<file path="config.mk">
export PLATFORM = sky130hd
export DESIGN_NAME = fetch_ctrl
export DESIGN_NICKNAME = d
export VERILOG_FILES = /design/src/rtl/fetch_ctrl.sv
export SDC_FILE = /design/constraint.sdc
export NUM_CORES = 1
export LEC_CHECK = 0
export ABC_AREA = 0
export BUFFER_PORTS_ARGS = -buffer_cell sky130_fd_sc_hd__buf_4
export CAP_MARGIN = 30
export CORE_MARGIN = 3
export CORE_UTILIZATION = 55
export DETAILED_ROUTE_END_ITERATION = 8
export GPL_TIMING_DRIVEN = 0
export HOLD_SLACK_MARGIN = 0.15
export PLACE_DENSITY = 0.81
export SYNTH_ARGS = -nofsm -noshare
export SYNTH_HDL_FRONTEND = slang
export SYNTH_SLANG_ARGS = --single-unit
</file>
<file path="constraint.sdc">
create_clock -name clk -period 6.46 [get_ports clk]
set_input_delay 0.969 -clock clk [delete_from_list [all_inputs] [get_ports clk]]
set_output_delay 0.969 -clock clk [all_outputs]
set_load 0.05 [all_outputs]
</file>
<file path="src/rtl/fetch_ctrl.sv">
// Instruction-fetch controller: issues one fetch at a time, hands words to IF/ID,
// and applies EX redirects, holding a stalled word or a redirect that arrives mid-fetch.
module fetch_ctrl #(
  parameter logic [31:0] NOP_INSTR = 32'h0000_0013
) (
  input  logic        clk,
  input  logic        reset,
  input  logic [31:0] pc_cur,
  output logic [31:0] next_pc,
  input  logic        redirect_valid,
  input  logic [31:0] redirect_pc,
  input  logic        stall,
  output logic        imem_req,
  output logic [31:0] imem_addr,
  input  logic        imem_rvalid,
  input  logic [31:0] imem_rdata,
  output logic        if_valid,
  output logic [31:0] if_instr,
  output logic [31:0] if_pc,
  output logic        fetch_misalign
);

  typedef enum logic [2:0] {IDLE, REQ, WAIT, HOLD, HALT} state_t;

  state_t      state, state_nxt;
  logic        pend_valid;
  logic [31:0] pend_pc;
  logic [31:0] buf_word;
  logic        redir_bad;
  logic        deliver;
  logic [31:0] deliver_word;
  logic        capture;
  logic        pend_set;
  logic        pend_clr;

  assign redir_bad = redirect_valid && (redirect_pc[1:0] != 2'b00);

  always_ff @(posedge clk or posedge reset) begin
    if (reset) state <= IDLE;
    else       state <= state_nxt;
  end

  // A misaligned redirect beats everything, then redirects beat stall.
  always_comb begin
    state_nxt = state;
    unique case (state)
      IDLE: state_nxt = redir_bad ? HALT : REQ;
      REQ: begin
        if (redir_bad)           state_nxt = HALT;
        else if (redirect_valid) state_nxt = REQ;
        else                     state_nxt = WAIT;
      end
      WAIT: begin
        if (redir_bad) state_nxt = HALT;
        else if (imem_rvalid) begin
          if (redirect_valid || pend_valid) state_nxt = REQ;
          else if (stall)                   state_nxt = HOLD;
          else                              state_nxt = REQ;
        end
      end
      HOLD: begin
        if (redir_bad)           state_nxt = HALT;
        else if (redirect_valid) state_nxt = REQ;
        else if (!stall)         state_nxt = REQ;
      end
      HALT:    state_nxt = HALT;
      default: state_nxt = IDLE;
    endcase
  end

  always_comb begin
    next_pc      = pc_cur;
    deliver      = 1'b0;
    deliver_word = buf_word;
    capture      = 1'b0;
    pend_set     = 1'b0;
    pend_clr     = 1'b0;
    unique case (state)
      IDLE, REQ: begin
        if (redirect_valid && !redir_bad) next_pc = redirect_pc;
      end
      WAIT: begin
        if (!redir_bad) begin
          if (imem_rvalid) begin
            pend_clr = 1'b1;
            // A fresh redirect in the response cycle supersedes any pending one.
            if (redirect_valid)  next_pc = redirect_pc;
            else if (pend_valid) next_pc = pend_pc;
            else if (!stall) begin
              deliver      = 1'b1;
              deliver_word = imem_rdata;
              next_pc      = pc_cur + 32'd4;
            end else begin
              capture = 1'b1;
            end
          end else if (redirect_valid) begin
            pend_set = 1'b1;
          end
        end
      end
      HOLD: begin
        if (!redir_bad) begin
          if (redirect_valid) next_pc = redirect_pc;
          else if (!stall) begin
            deliver = 1'b1;
            next_pc = pc_cur + 32'd4;
          end
        end
      end
      default: ;
    endcase
  end

  always_ff @(posedge clk or posedge reset) begin
    if (reset) begin
      imem_req       <= 1'b0;
      imem_addr      <= '0;
      if_valid       <= 1'b0;
      if_instr       <= NOP_INSTR;
      if_pc          <= '0;
      fetch_misalign <= 1'b0;
      pend_valid     <= 1'b0;
      pend_pc        <= '0;
      buf_word       <= '0;
    end else begin
      // next_pc is what the PC register will hold during the REQ cycle.
      imem_req <= (state_nxt == REQ);
      if (state_nxt == REQ) imem_addr <= next_pc;
      if_valid <= deliver;
      if (deliver) begin
        if_instr <= deliver_word;
        if_pc    <= pc_cur;
      end
      if (capture) buf_word <= imem_rdata;
      if (pend_set) begin
        pend_valid <= 1'b1;
        pend_pc    <= redirect_pc;
      end else if (pend_clr) begin
        pend_valid <= 1'b0;
      end
      if (state_nxt == HALT) fetch_misalign <= 1'b1;
    end
  end

endmodule

</file>
==> impl_metrics.tcl <==
set metrics [dict create \
    clockBufferDepth 2 \
    synth.avg_cell_area_um2 9.24 \
    cts_hold_buf 0 \
    cp_data_arrival_time_ps 4310 \
    ys_warn_count 0 \
    drv_slew 0 \
    numCtsBuffers 17 \
    crit_buf_inv 6 \
    crit_type "input pin to primary output" \
    cts_sinks 167 \
    grt_pass1_wl_um 66700 \
    hpwl_um 32000 \
    final_cells 1572 \
    finalHoldViolCount 0 \
    path_max_fanout 10 \
    gp_congestion 1.04 \
    crit_family "buffers and inverters" \
    rsz0062_at_grt "no" \
    rrSetupSlack_ps 2980 \
    die-area_um2 20100 \
    slowest_stage "clkbuf_1" \
    synth_seq_cells 167 \
    drive_gt1_share_pct 30.9 \
    min_period_ps 5280 \
    seq_power_share_pct 27.4 \
    setup_viol 0 \
    yosysMostFrequentCell "dfrtp_1" \
    num_rows 48 \
    wire_per_inst_um 28.8 \
    netlist_instances 1095 \
    synth_area_leaders "dfrtp_1 (41%), mux2_2 (11%), nand2_1 (5.1%)" \
    yosysTopAreaCell "dfrtp_1" \
    synth_area_um2 10100 \
    status "completed" \
    min_period_over_period_pct 81.8 \
    finClkSkew_ps 16.8 \
    synthesis.nets 1197 \
    drc 0 \
    cts-root-buf "clkbuf_16" \
    synth_top_area_share_pct 40.6 \
    die_x_um 142 \
    clkLatencyLatePin_ps 460 \
    drtIter0Drc 1533 \
    worst_pin_slew_ps 1090 \
    wl_um 45300 \
    synthFlopType "dfrtp_1" \
    worst_slack_ps 1180 \
    antennaDiodeCount 0 \
    place_inst 1540 \
    pwr-share-comb_pct 53.2 \
    area_delta_synth_final_pct 25.6 \
    start_util_pct 57.3 \
    cap_viol_max_count 0 \
    synthArstFlopShare_pct 100 \
    end_kind "primary output" \
    post_cts_resized 0 \
    switching_power_w 0.00280 \
    cts_tree "done" \
    nets 1436 \
    ant_nets 0 \
    htree_levels 4 \
    grt_max_degree 111 \
    crit_path_start_kind "input pin" \
    synth-edff-count 0 \
    powerDensity_nw_per_um2 436 \
    io_buffers 214 \
    firstDrtPassIters 7 \
    ios 232 \
    track_usage_pct 44.3 \
    ir_drop_mv 0.434 \
    p_int_w 0.00274 \
    synthTopCellsByCount "dfrtp_1 (164), nand2_1 (137), mux2_2 (102)" \
    critical-path-max-stage-delay_ps 780 \
    dp_slack_ps 1490 \
    coreArea_um2 17700 \
    die_y_um 142 \
    postLayoutCoreUtil_pct 72.0 \
    clk_pin_slew_ps 90 \
    required_ps 5490 \
    totalPowerFinal_w 0.00554 \
    grt_overflow 0 \
    power_frac_clock_pct 19.3 \
    hold_class "register to register" \
    p_leak_nw 5.81 \
    vias 11100 \
    relSlewSlack_pct 26.4 \
    vias_per_cell 7.03 \
    ys_types 93 \
    worstPathCellList "buf_4, buf_2, buf_2, clkbuf_1, clkbuf_1, nor2_1, o21ai_0, a22oi_1, o21ai_0, buf_4" \
    switching_share_pct 50.6 \
    postCtsSetupBuffers 0 \
    ys_seq_area_share_pct 41.3 \
    grt_pass1_vias 10900 \
    fmax_mhz 189 \
    antenna_found_initial 0 \
]
[layer usage]
| layer | part of all wire, % | global-route usage, % | vias to the layer above |
|---|---|---|---|
| met2 | 45 | 69.3 | 962 |
| met3 | 13 | 13.5 | 278 |
| met1 | 34 | 53.6 | 5283 |
| met4 | 7.7 | 27.3 | 0 |
| met5 | 0 | 0 | - |
| li1 | - | - | 4527 |
[sequential cells by signal, summed over array words and instances (netlist names)]
signal and flops:
fetch_misalign 1, imem_req 1, buf_word 32, pend_pc 32, if_valid 1, if_instr 32, pend_valid 1, state 3
if_pc 32, imem_addr 32
[placed cells by master, fill, tap and decap left out, types with 5 or more instances in the layout]
cell type,count
nor4_1,12
buf_4,218
o22ai_1,8
a31oi_1,19
a22oi_1,17
nor3_1,23
dfrtp_1,164
clkbuf_16,17
or3_1,8
clkinv_8,6
and3_1,10
nand2_1,137
and2_1,10
nand4_1,16
mux2_2,102
inv_8,5
nor2_1,73
a211oi_1,9
buf_1,11
inv_1,15
o211ai_1,17
o31ai_1,14
o21a_1,5
mux2i_1,28
buf_2,32
a21oi_1,50
nand3_1,25
xor2_1,5
nor2b_1,7
a32oi_1,7
xnor2_1,7
o221ai_1,9
nand2b_1,7
clkbuf_1,56
o21ai_0,80
[final timing paths]
check / from / endpoint / cells after the start
worst min-delay path: if_instr[4] / if_instr[4] / 2
worst max-delay path: redirect_valid / next_pc[7] / 10
min in group asynchronous: reset / if_instr[15] / 2
worst max register to register: pend_valid / imem_addr[1] / 7
worst min register to register: if_instr[4] / if_instr[4] / 2
max in group asynchronous: reset / pend_pc[31] / 3
[logic make-up after synthesis]
| kind of cell | count (synthesis) | synth area share, % |
|---|---|---|
| AOI/OAI and AO/OA | 294 | 19.4 |
| xor gates and xnor gates | 12 | 1.04 |
| adders and majority gates | 1 | 0.124 |
| buffers and inverters | 119 | 4.97 |
| DFF | 167 | 41.3 |
| muxes | 135 | 14.7 |
| and+or+nand+nor | 367 | 18.4 |
[through the flow]
step	hold slack, ps	TNS [ps]	instance area, um2
after floorplan	451	0	10100
after global placement	454	-138950	12000
after detailed placement	457	0	12100
after CTS	471	0	12700
after global routing	501	0	12700
final	467	0	12700
[tightest hold or removal path, cell delays in order, from the launching register on]
cell and delay (ps):
dfstp_2 380, nand2_1 50, nand2_1 50
[power groups by stage]
| stage | registers (W) | logic [W] | clock network (W) |
|---|---|---|---|
| 2_1_floorplan | 0.00223 | 0.00116 | 0 |
| 3_3_place_gp | 0.00150 | 0.00283 | 0 |
| 3_5_place_dp | 0.00153 | 0.00288 | 0 |
| 4_1_cts | 0.00151 | 0.00289 | 0.00107 |
| 5_1_grt | 0.00155 | 0.00303 | 0.00110 |
| 6_report | 0.00152 | 0.00295 | 0.00107 |
[layout make-up]
cell class                      count  area [um2]
Inverter                           18        75.1
Tap cell                          225         282
Clock buffer                       17         425
Fill cell                        1334        4950
Buffer                            101         435
Timing Repair Buffer              220        1670
Sequential cell                   167        4180
Clock inverter                     15         193
Multi-Input combinational cell    809        5440
Power figures use the tool's default switching activity.
